$ cat src/rtl/uart_tx_generic.sv
// rtl/uart_tx_generic.sv - FIFO-buffered UART transmitter, LSB first, registered serial line.
// Define UART_TX_GENERIC_PARITY_EN to insert a parity bit between the data and stop bits.
module uart_tx_generic #(
  parameter int CLK_HZ     = 20000000,
  parameter int BAUD       = 115200,
  parameter int DATA_BITS  = 8,
  parameter int STOP_BITS  = 1,
  parameter int PARITY_ODD = 0,
  parameter int FIFO_DEPTH = 16
) (
  input  logic                        i_clk_mhz,
  input  logic                        i_rstn_mhz,
  input  logic [DATA_BITS-1:0]        i_tx_data,
  input  logic                        i_tx_valid,
  output logic                        o_tx_ready,
  output logic                        eo_uart_tx,
  output logic                        o_busy,
  output logic [$clog2(FIFO_DEPTH):0] o_fifo_count
);
  localparam int DIV   = (CLK_HZ + BAUD / 2) / BAUD;
  localparam int DIV_W = $clog2(DIV + 1);
  localparam int PTR_W = $clog2(FIFO_DEPTH);
  localparam int CNT_W = PTR_W + 1;
  localparam logic [DIV_W-1:0] BAUD_LAST = DIV_W'(DIV - 1);
  localparam logic [2:0]       DATA_LAST = 3'(DATA_BITS - 1);
  localparam logic [2:0]       STOP_LAST = 3'(STOP_BITS - 1);
  localparam logic [CNT_W-1:0] FULL      = CNT_W'(FIFO_DEPTH);

  if (DATA_BITS < 5 || DATA_BITS > 8 || (STOP_BITS != 1 && STOP_BITS != 2) ||
      (PARITY_ODD != 0 && PARITY_ODD != 1) || FIFO_DEPTH < 2 ||
      (FIFO_DEPTH & (FIFO_DEPTH - 1)) != 0 || DIV < 1) begin : g_bad_params
    $error("uart_tx_generic: illegal parameter combination");
  end

  typedef enum logic [2:0] {
    S_IDLE,
    S_START,
    S_DATA,
`ifdef UART_TX_GENERIC_PARITY_EN
    S_PARITY,
`endif
    S_STOP
  } state_t;

  state_t                 state_q, state_d;
  logic                   tx_q, tx_d;
  logic                   busy_q, busy_d;
  logic                   ready_q, ready_d;
  logic [CNT_W-1:0]       count_q, count_d;
  logic [PTR_W-1:0]       wr_ptr_q, wr_ptr_d;
  logic [PTR_W-1:0]       rd_ptr_q, rd_ptr_d;
  logic [DIV_W-1:0]       baud_q, baud_d;
  logic [2:0]             bit_idx_q, bit_idx_d;
  logic [DATA_BITS-1:0]   shift_q, shift_d;
  logic [DATA_BITS-1:0]   mem_q [FIFO_DEPTH];
  logic                   push, pop, bit_end;
`ifdef UART_TX_GENERIC_PARITY_EN
  logic                   par_q, par_d;
`endif

  always_comb begin
    push      = i_tx_valid & ready_q;
    pop       = 1'b0;
    bit_end   = (baud_q == BAUD_LAST);
    state_d   = state_q;
    bit_idx_d = bit_idx_q;
    shift_d   = shift_q;
    baud_d    = bit_end ? '0 : baud_q + DIV_W'(1);
`ifdef UART_TX_GENERIC_PARITY_EN
    par_d     = par_q;
`endif
    case (state_q)
      S_IDLE: begin
        baud_d = '0;
        if (count_q != '0) begin
          pop     = 1'b1;
          state_d = S_START;
        end
      end
      S_START: begin
        if (bit_end) begin
          state_d   = S_DATA;
          bit_idx_d = '0;
        end
      end
      S_DATA: begin
        if (bit_end) begin
          shift_d = shift_q >> 1;
          if (bit_idx_q == DATA_LAST) begin
            bit_idx_d = '0;
`ifdef UART_TX_GENERIC_PARITY_EN
            state_d   = S_PARITY;
`else
            state_d   = S_STOP;
`endif
          end else begin
            bit_idx_d = bit_idx_q + 3'd1;
          end
        end
      end
`ifdef UART_TX_GENERIC_PARITY_EN
      S_PARITY: begin
        if (bit_end) state_d = S_STOP;
      end
`endif
      S_STOP: begin
        if (bit_end) begin
          if (bit_idx_q == STOP_LAST) begin
            bit_idx_d = '0;
            // Chain straight into the next frame so queued bytes leave with no idle gap.
            if (count_q != '0) begin
              pop     = 1'b1;
              state_d = S_START;
            end else begin
              state_d = S_IDLE;
            end
          end else begin
            bit_idx_d = bit_idx_q + 3'd1;
          end
        end
      end
      default: state_d = S_IDLE;
    endcase

    if (pop) begin
      shift_d = mem_q[rd_ptr_q];
      baud_d  = '0;
`ifdef UART_TX_GENERIC_PARITY_EN
      par_d   = (^mem_q[rd_ptr_q]) ^ (PARITY_ODD != 0);
`endif
    end

    // Line value follows the current state, so every bit is delayed uniformly by one clock.
    case (state_q)
      S_START:  tx_d = 1'b0;
      S_DATA:   tx_d = shift_q[0];
`ifdef UART_TX_GENERIC_PARITY_EN
      S_PARITY: tx_d = par_q;
`endif
      default:  tx_d = 1'b1;
    endcase

    busy_d   = (state_d != S_IDLE);
    count_d  = count_q + CNT_W'(push) - CNT_W'(pop);
    wr_ptr_d = push ? wr_ptr_q + PTR_W'(1) : wr_ptr_q;
    rd_ptr_d = pop ? rd_ptr_q + PTR_W'(1) : rd_ptr_q;
    ready_d  = (count_d != FULL);
  end

  always_ff @(posedge i_clk_mhz) begin
    if (!i_rstn_mhz) begin
      state_q   <= S_IDLE;
      tx_q      <= 1'b1;
      busy_q    <= 1'b0;
      ready_q   <= 1'b0;
      count_q   <= '0;
      wr_ptr_q  <= '0;
      rd_ptr_q  <= '0;
      baud_q    <= '0;
      bit_idx_q <= '0;
      shift_q   <= '0;
`ifdef UART_TX_GENERIC_PARITY_EN
      par_q     <= 1'b0;
`endif
    end else begin
      state_q   <= state_d;
      tx_q      <= tx_d;
      busy_q    <= busy_d;
      ready_q   <= ready_d;
      count_q   <= count_d;
      wr_ptr_q  <= wr_ptr_d;
      rd_ptr_q  <= rd_ptr_d;
      baud_q    <= baud_d;
      bit_idx_q <= bit_idx_d;
      shift_q   <= shift_d;
`ifdef UART_TX_GENERIC_PARITY_EN
      par_q     <= par_d;
`endif
    end
  end

  always_ff @(posedge i_clk_mhz) begin
    if (push) mem_q[wr_ptr_q] <= i_tx_data;
  end

  assign o_tx_ready   = ready_q;
  assign eo_uart_tx   = tx_q;
  assign o_busy       = busy_q;
  assign o_fifo_count = count_q;
endmodule

$ cat config.mk
export PLATFORM = sky130hd
export DESIGN_NAME = uart_tx_generic
export DESIGN_NICKNAME = d
export VERILOG_FILES = /design/src/rtl/uart_tx_generic.sv
export SDC_FILE = /design/constraint.sdc
export NUM_CORES = 1
export LEC_CHECK = 0
export ABC_CLOCK_PERIOD_IN_PS = 2700
export CAP_MARGIN = 20
export CORE_UTILIZATION = 55
export CTS_CLUSTER_DIAMETER = 200
export DETAILED_ROUTE_END_ITERATION = 7
export GPL_ROUTABILITY_DRIVEN = 0
export GPL_TIMING_DRIVEN = 0
export PLACE_DENSITY = 0.83
export SYNTH_ARGS = -nofsm -noshare
export SYNTH_HDL_FRONTEND = slang
export SYNTH_SLANG_ARGS = --single-unit
$ cat constraint.sdc
create_clock -name i_clk_mhz -period 2.7 [get_ports i_clk_mhz]
set_input_delay 0.54 -clock i_clk_mhz [delete_from_list [all_inputs] [get_ports i_clk_mhz]]
set_output_delay 0.54 -clock i_clk_mhz [all_outputs]
set_load 0.05 [all_outputs]
Word-level counts from Yosys, hierarchy flattened
Memory sizes are Yosys's and may differ from the RTL's. A register that Yosys moved wholly into a read port is not among the register bits.
Cells that the tools add are included.
- register bits: 38
- memory bits (writable): 128
- bits of input ports: 11
- output and inout bits: 8
- word-level logic and storage cells: 64
- memories kept: 1
- $add $sub $neg: 6
- equal/unequal tests: 9
- mux-type cells: 26
- bitwise operators: 2
- reduce and logical (&&, ||, !) cells: 10
- memories (memory ; words ; bits a word ; read ports ; clocked after Yosys merged registers in ; write ports ; line ; RTL):
    mem_q ; 16 ; 8 ; 1 ; 1 ; 1 ; 55 ; logic [DATA_BITS-1:0] mem_q [FIFO_DEPTH];
- operators with widths (kind ; count):
    3-bit two-way mux ; 11
    8-bit two-way mux ; 3
    3-bit one-hot mux with 4 select lines ; 1
    3-bit one-hot mux with 3 select lines ; 1
    4-bit by 1-bit adder with 4-bit output (second input constant) ; 2
    8-bit by 1-bit adder with 8-bit output (second input constant) ; 1
    8-bit equality test (second input constant) ; 1
    4-bit two-way mux ; 2
    3-bit by 2-bit equality test with 1-bit output (second input constant) ; 2
    3-bit logical NOT ; 2
    1-bit two-way mux ; 6
    2-bit != test (second input constant) ; 3
    3-bit nonzero test ; 2
    5-bit by 1-bit adder with 5-bit output ; 1
    5-bit != test (second input constant) ; 1
    5-bit nonzero test ; 1
    5-bit by 1-bit subtractor with 5-bit output ; 1
    1-bit one-hot mux with 2 select lines ; 2
    4-bit AND reduction ; 1
    2-bit nonzero test ; 2
    4-bit OR reduction ; 1
    3-bit by 1-bit adder with 3-bit output (second input constant) ; 1
    3-bit by 1-bit equality test with 1-bit output (second input constant) ; 1
    3-bit equality test (second input constant) ; 1
    3 further kinds ; 3

Depth between registers and ports, before layout
Gate-level depths: netlist of run 1.
- depth in word-level cells: 7
- gate-level depth with buffers: 13
- depth with buffers taken out: 12

Worst setup path after synthesis of run 1
No wires, ideal clock.
- kind: reg-to-reg
- start: register count_q[2], in the netlist o_fifo_count[2]
- end: register ready_q, in the netlist o_tx_ready
- setup time: 120 ps
- arrival: 3089 ps
- required time: 2580 ps
- setup slack: -509 ps
- cell stages (with the launch flop): 12
- path buffers: 0
- cell sequence: dfxtp_1 > inv_1 > ha_1 > nor4b_1 > nor2_1 > nand2_1 > xnor2_1 > ha_1 > fa_1 > xor2_1 > or3_1 > o31a_1
- word-level cells in the longest chain between the ends: 7
- elaborated cells on any way between the ends: 8
- those cells by class: add/sub: 2; eq/ne: 1; mux: 4; reduce/logical: 1
- RTL lines (what ; line ; RTL):
    start, declared ; 49 ; logic [CNT_W-1:0] count_q, count_d;
    start signal, assigned ; 170 ; count_q <= count_d;
    5-bit nonzero test ; 75, 111 ;
    1-bit two-way mux ; 75, 111 ;
    1-bit two-way mux ; 108 ; if (bit_idx_q == STOP_LAST) begin
    1-bit two-way mux ; 107 ; if (bit_end) begin
    1-bit one-hot mux with 2 select lines ; 72 ; case (state_q)
    5-bit by 1-bit subtractor with 5-bit output (*) ; 144 ; count_d = count_q + CNT_W'(push) - CNT_W'(pop);
    5-bit != test (*) ; 147 ; ready_d = (count_d != FULL);
    end signal, assigned ; 169 ; ready_q <= ready_d;
    end, declared ; 48 ; logic ready_q, ready_d;
Mark *: on every way between the ends. The rest lies on a longest branch, timed or not.
A chain may end at the register's enable or synchronous reset.

Worst setup path in the final report of run 1
Same ends and word-level chain as after synthesis.

==> results.tsv, run 1 <==
metric	value	unit
worst vdd ir	0.6785	mV
Gate Count Post-Synth	428	
routed via count	3878	
Syn Std Cell Area	6888	µm²
vias per cell	5.912	
syn nets	455	
Residual DRC	0	
initial antenna violation count	0	
1st-iter DRT viols	263	
Power per Cell Area	851.4	nW/µm²
clock period minus worst slack	2691	ps
Leak Pwr	2.655	nW
CTS tree	built	
sequential share of power	44.6	%
IO buf count	18	
commonest non-fill, non-tap cell in the layout	edfxtp_1	
Synth Warn #	0	
Slew headroom	36.06	%
Max Slew Vio Count	0	
RSZ-0062 raised after global routing	yes	
min-delay worst type	reg -> reg	
internal reg-to-reg setup slack	9	ps
worst-path maximum fanout	6	
Post-synth EDFFs	128	
share of cells above drive strength 1	22.95	%
Total GRT Usage	22.56	%
final worst slack	8.790	ps
FF+latch count, synth	170	
Cell Int Power	0.004870	W
# setup viols final	0	
post-DP HPWL	8780	µm
register area	4700	µm²
Final period util	99.67	%
area delta synth->final	17.04	%
clock root cell	clkbuf_16	
Arr. time, crit path	3000	ps
Fin. Hold Viols	0	
per-cell routed wire length	20.77	µm
Crit. End Element	register	
Worst Hold Slack	515.9	ps
Routed Antenna Nets	0	
FP Rows	40	
I/O Pins	19	
Pwr Total	0.006863	W
P_sw	0.001994	W
actual slew at the worst max-slew pin	953.9	ps
Data required, critical path	3000	ps
nets@finish	502	
die area	12970	µm²
CTS clock-pin slew for the worst setup and hold paths	70	ps
GR Overflow Total	0	
CTS Sinks	170	
CTS buffer count	17	
drt total wl	13620	µm
Detailed Routing Iterations Pass 1	4	
Max Cap Violations	0	
clock insertion delay at the later pin of the skew report	420	ps
FILL cells	813	
Clk pwr share	33.3	%
Die Y	113.9	µm
WS Path Type	reg -> reg	
CP startpoint kind	register	
most frequent cells in the layout	128 x edfxtp_1, 36 x dfxtp_1, 33 x mux4_2	
first-pass GRT wire length	21010	µm
Most used DFF post-synth	edfxtp_1	
setup TNS	0	ps
mean area per synthesized cell	16.09	µm²
Finished Core Util	66.56	%
sw frac	29.05	%
Initial Utilization	56.87	%
die width	113.9	µm
maximum clock path buffer count	2	
Yosys cell types	50	
ant diodes	0	
H-tree depth	4	
post-synthesis sequential area ratio	68.01	%
Comb pwr share	22.0	%
largest net degree at the start of global routing	18	
status	finished, final reports clean	
skew final	8.892	ps
number of global-route vias before repair	3994	
Placement Setup Slack	-356.1	ps
async set-or-reset flop fraction in the synthesized netlist	0	%
area of the multi-input gates	2206	µm²
Core ar.	12110	µm²
f_max	371.6	MHz
power by group through the flow:
| stage | Sequential (W) | Clock (W) | Combinational (W) |
|---|---|---|---|
| CTS | 0.00306 | 0.00232 | 0.00146 |
| global route | 0.00308 | 0.00242 | 0.00163 |
| finish | 0.00306 | 0.00229 | 0.00151 |
| detailed placement | 0.00311 | 0 | 0.00138 |
| floorplan | 0.00323 | 0 | 0.000889 |
| global placement | 0.00310 | 0 | 0.00134 |
state kept, by name, indices dropped and copies added, names as in the netlist, named ones only:
| signal | count |
|---|---|
| baud_q | 8 |
| bit_idx_q | 3 |
| eo_uart_tx | 1 |
| mem_q | 128 |
| o_busy | 1 |
| o_fifo_count | 5 |
| o_tx_ready | 1 |
| rd_ptr_q | 4 |
| shift_q | 8 |
| state_q | 3 |
| wr_ptr_q | 4 |
critical path, stage by stage, from the launching register on:
cell and delay, ps:
dfxtp_4 360, inv_2 40, ha_1 190, nor4b_4 140, nor2_4 230, nand2_8 90
xnor2_4 130, ha_4 180, fa_2 400, xor2_1 160, or3_1 370, o31a_1 270
synth_stat cells, types with 7 or more instances:
| cell | instances | area [µm²] |
|---|---|---|
| edfxtp_1 | 128 | 3844 |
| dfxtp_1 | 42 | 840.8 |
| mux4_2 | 33 | 743.2 |
| nor2_1 | 30 | 112.6 |
| nand2_1 | 19 | 71.32 |
| clkbuf_1 | 16 | 60.06 |
| ha_1 | 15 | 187.7 |
| a21oi_1 | 13 | 65.06 |
| a22o_1 | 12 | 105.1 |
| mux2i_1 | 10 | 100.1 |
| inv_1 | 9 | 33.78 |
| xor2_1 | 9 | 78.83 |
| a211oi_1 | 8 | 60.06 |
| and2_1 | 7 | 43.79 |
| nor3_1 | 7 | 35.03 |
path summary, 6_finish.rpt:
kind,startpoint,to,cells after the start
worst max-delay path,o_fifo_count[2],o_tx_ready,11
worst min-delay path,rd_ptr_q[3],rd_ptr_q[3],2
worst max register to register,o_fifo_count[2],o_tx_ready,11
worst min register to register,rd_ptr_q[3],rd_ptr_q[3],2
what timing repair did:
action | 4_1_cts | 5_1_grt
buffers inserted | 7 | 4
hold buffers | 0 | 0
endpoints found under the hold margin | 0 | 0
endpoints found under the setup margin | 2 | 1
gates resized for setup | 17 | 5
pin swaps | 8 | 6
stage by stage:
| stage | cells | area (µm²) |
|---|---|---|
| 2_1_floorplan | 428 | 6928 |
| 3_3_place_gp | 614 | 7318 |
| 3_5_place_dp | 616 | 7338 |
| 4_1_cts | 654 | 8015 |
| 5_1_grt | 656 | 8061 |
| 6_report | 656 | 8061 |
cell type report:
type / count / area share (%)
plain buffers: 19 / 0.9778
clock buffers: 17 / 5.277
clock inverters: 15 / 1.630
inverters: 10 / 0.4656
multi-input cells: 226 / 27.36
flip-flops and latches: 170 / 58.30
well taps: 168 / 2.607
repair buffers: 31 / 3.384
cell families after synthesis:
logic type / count (synthesis) / synth area share (%)
compound gates: 49 / 5.159
xor+xnor: 14 / 1.780
fa+ha+maj: 16 / 3.015
buf+inv: 32 / 1.835
flops: 170 / 68.01
mux: 43 / 12.24
other cells: 1 / 0.05444
simple gates: 103 / 7.902
layer usage:
layer  share of wire, %  track usage, %  routed length [µm]
met5                  0               0                   0
met4                1.5           9.177                 202
met3                5.8           5.154                 794
met2                 53           39.51                7174
met1                 40           27.13                5452
(Power assumes the default switching activity.)
==> run 2: changes to the inputs <==
==> config.mk (replaced) <==
export PLATFORM = sky130hd
export DESIGN_NAME = uart_tx_generic
export DESIGN_NICKNAME = d
export VERILOG_FILES = /design/src/rtl/uart_tx_generic.sv
export SDC_FILE = /design/constraint.sdc
export NUM_CORES = 1
export LEC_CHECK = 0
export ABC_CLOCK_PERIOD_IN_PS = 3000
export CAP_MARGIN = 20
export CORE_UTILIZATION = 60
export CTS_CLUSTER_DIAMETER = 200
export DETAILED_ROUTE_END_ITERATION = 7
export GPL_ROUTABILITY_DRIVEN = 0
export GPL_TIMING_DRIVEN = 0
export PLACE_DENSITY = 0.86
export SYNTH_ARGS = -nofsm -noshare
export SYNTH_HDL_FRONTEND = slang
export SYNTH_SLANG_ARGS = --single-unit
==> constraint.sdc (replaced) <==
create_clock -name i_clk_mhz -period 3 [get_ports i_clk_mhz]
set_input_delay 0.6 -clock i_clk_mhz [delete_from_list [all_inputs] [get_ports i_clk_mhz]]
set_output_delay 0.6 -clock i_clk_mhz [all_outputs]
set_load 0.05 [all_outputs]
==> results.tsv, run 2 (synthesis results as in run 1) <==
metric	value	unit
Worst Hold Slack	460.2	ps
Comb pwr share	20.7	%
Total GRT Usage	26.74	%
final worst slack	141.4	ps
actual slew at the worst max-slew pin	971.3	ps
max reg flops	128	
# setup viols final	0	
first-pass GRT wire length	21830	µm
H-tree depth	4	
Crit. End Element	register	
per-cell routed wire length	22.61	µm
Leak Pwr	2.603	nW
die area	11910	µm²
sw frac	28.26	%
status	finished, final reports clean	
Slew headroom	34.22	%
area of the multi-input gates	2098	µm²
CTS clock-pin slew for the worst setup and hold paths	70	ps
routed via count	3881	
die width	109.1	µm
vias per cell	6.230	
drt total wl	14090	µm
CTS Sinks	170	
maximum clock path buffer count	2	
slowest library cell on the worst path	fa_2	
Core ar.	11030	µm²
f_max	349.8	MHz
area delta synth->final	14.64	%
clock insertion delay at the later pin of the skew report	440	ps
register area	4690	µm²
Power per Cell Area	781.7	nW/µm²
Arr. time, crit path	3190	ps
FP Rows	38	
Finished Core Util	71.59	%
Residual DRC	0	
Clk pwr share	34.8	%
Placement Setup Slack	-238.5	ps
Initial Utilization	62.44	%
clock root cell	clkbuf_16	
Max Cap Violations	0	
Data required, critical path	3340	ps
clock period minus worst slack	2859	ps
Final period util	95.29	%
cell family with most CP delay	adder cells	
min-delay worst type	reg -> reg	
sequential share of power	44.5	%
WS Path Type	reg -> reg	
Detailed Routing Iterations Pass 1	4	
commonest non-fill, non-tap cell in the layout	edfxtp_1	
ant diodes	0	
CP startpoint kind	register	
FILL cells	699	
largest net degree at the start of global routing	17	
RSZ-0062 raised after global routing	no	
Top reg by flops	mem_q	
worst vdd ir	0.6500	mV
IO buf count	18	
CTS tree	built	
Cell Int Power	0.004428	W
I/O Pins	19	
Routed Antenna Nets	0	
share of cells above drive strength 1	18.43	%
Die Y	109.1	µm
GR Overflow Total	0	
post-DP HPWL	8677	µm
initial antenna violation count	0	
Fin. Hold Viols	0	
CTS buffer count	17	
nets@finish	497	
worst-path maximum fanout	10	
largest registers	mem_q x128, baud_q x8, shift_q x8	
max incr delay on CP	440	ps
1st-iter DRT viols	355	
number of global-route vias before repair	4070	
most frequent cells in the layout	128 x edfxtp_1, 38 x dfxtp_1, 33 x mux4_2	
skew final	11.06	ps
cts hold-fix bufs	0	
WP buf/inv	1	
critical path, cell by cell	inv_1 -> ha_1 -> and3b_1 -> a41o_1 -> nand2_4 -> xnor2_1 -> ha_2 -> fa_2 -> or3_1 -> o31a_1	
Max Slew Vio Count	0	
P_sw	0.001744	W
## run 2: changes by cell type in the layout (fill, tap and decap cells not counted), moves of 2 or more
cell	previous run	this run
inv_2	6	1
buf_4	11	3
clkbuf_16	17	19
dfxtp_1	36	38
clkbuf_1	12	15
nor3_2	2	0
inv_1	4	9
inv_8	6	2
nor3_1	5	7
ha_1	12	14
ha_4	3	0
dfxtp_4	3	0
## run 2: power by group through the flow
stage / registers [W] / clock network, W / logic, W
after floorplan: 0.00290 / 0 / 0.000785
after global placement: 0.00278 / 0 / 0.00118
after detailed placement: 0.00279 / 0 / 0.00123
after CTS: 0.00274 / 0.00217 / 0.00127
after global routing: 0.00275 / 0.00226 / 0.00138
final: 0.00274 / 0.00215 / 0.00128
## run 2: through the flow
stage	instance area (µm²)	TNS [ps]	total power (W)	instances
after CTS	7880	0	0.006180	623
after detailed placement	7271	-238.5	0.004017	590
after floorplan	6893	0	0.003682	428
after global placement	7248	-8186	0.003955	586
final	7896	0	0.006172	623
after global routing	7896	0	0.006392	623
## run 2: area by class of cell
cell class              count  share of cell area [%]
flip-flops and latches    170                   59.39
multi-input cells         226                   26.57
clock buffers              21                   6.243
repair buffers             24                   2.757
well taps                 140                   2.218
clock inverters            11                   1.252
plain buffers              21                   1.093
inverters                  10                  0.4754
## run 2: what timing repair did
item	4_1_cts	5_1_grt
resized for setup	2	8
setup buffers	2	0
endpoints found under the setup margin	1	1
pin swaps	2	1
## run 2: per-layer routing
metal | wire [µm] | vias to the layer above | share of wire, % | GRT usage, %
li1 | - | 1762 | - | -
met1 | 5489 | 1935 | 39 | 32.31
met2 | 7370 | 148 | 52 | 45.06
met3 | 836 | 36 | 5.9 | 7.053
met4 | 391 | 0 | 2.8 | 12.16
met5 | 0 | - | 0 | 0
## run 2: path summary, 6_finish.rpt
kind         cells after the start         start  slack [ps]         end
min                              1     baud_q[0]         460   baud_q[0]
max reg2reg                     10  bit_idx_q[0]         140  o_tx_ready
max                             10  bit_idx_q[0]         140  o_tx_ready
min reg2reg                      1     baud_q[0]         460   baud_q[0]
## run 2: worst reg2reg max path: stages, from the launching register on
cell and delay [ps]:
dfxtp_2 360, inv_1 60, ha_1 200, and3b_1 200, a41o_1 290, nand2_4 160
xnor2_1 140, ha_2 220, fa_2 440, or3_1 410, o31a_1 280
==> run 3: changes to the inputs <==
--- a/config.mk
+++ b/config.mk
@@ -8,7 +8,7 @@
 export ABC_CLOCK_PERIOD_IN_PS = 3000
 export CAP_MARGIN = 20
 export CORE_UTILIZATION = 60
-export CTS_CLUSTER_DIAMETER = 200
+export CTS_CLUSTER_DIAMETER = 60
 export DETAILED_ROUTE_END_ITERATION = 7
 export GPL_ROUTABILITY_DRIVEN = 0
 export GPL_TIMING_DRIVEN = 0
==> results of run 3 <==
Final layout, timing and power as in run 2 (identical DEF).
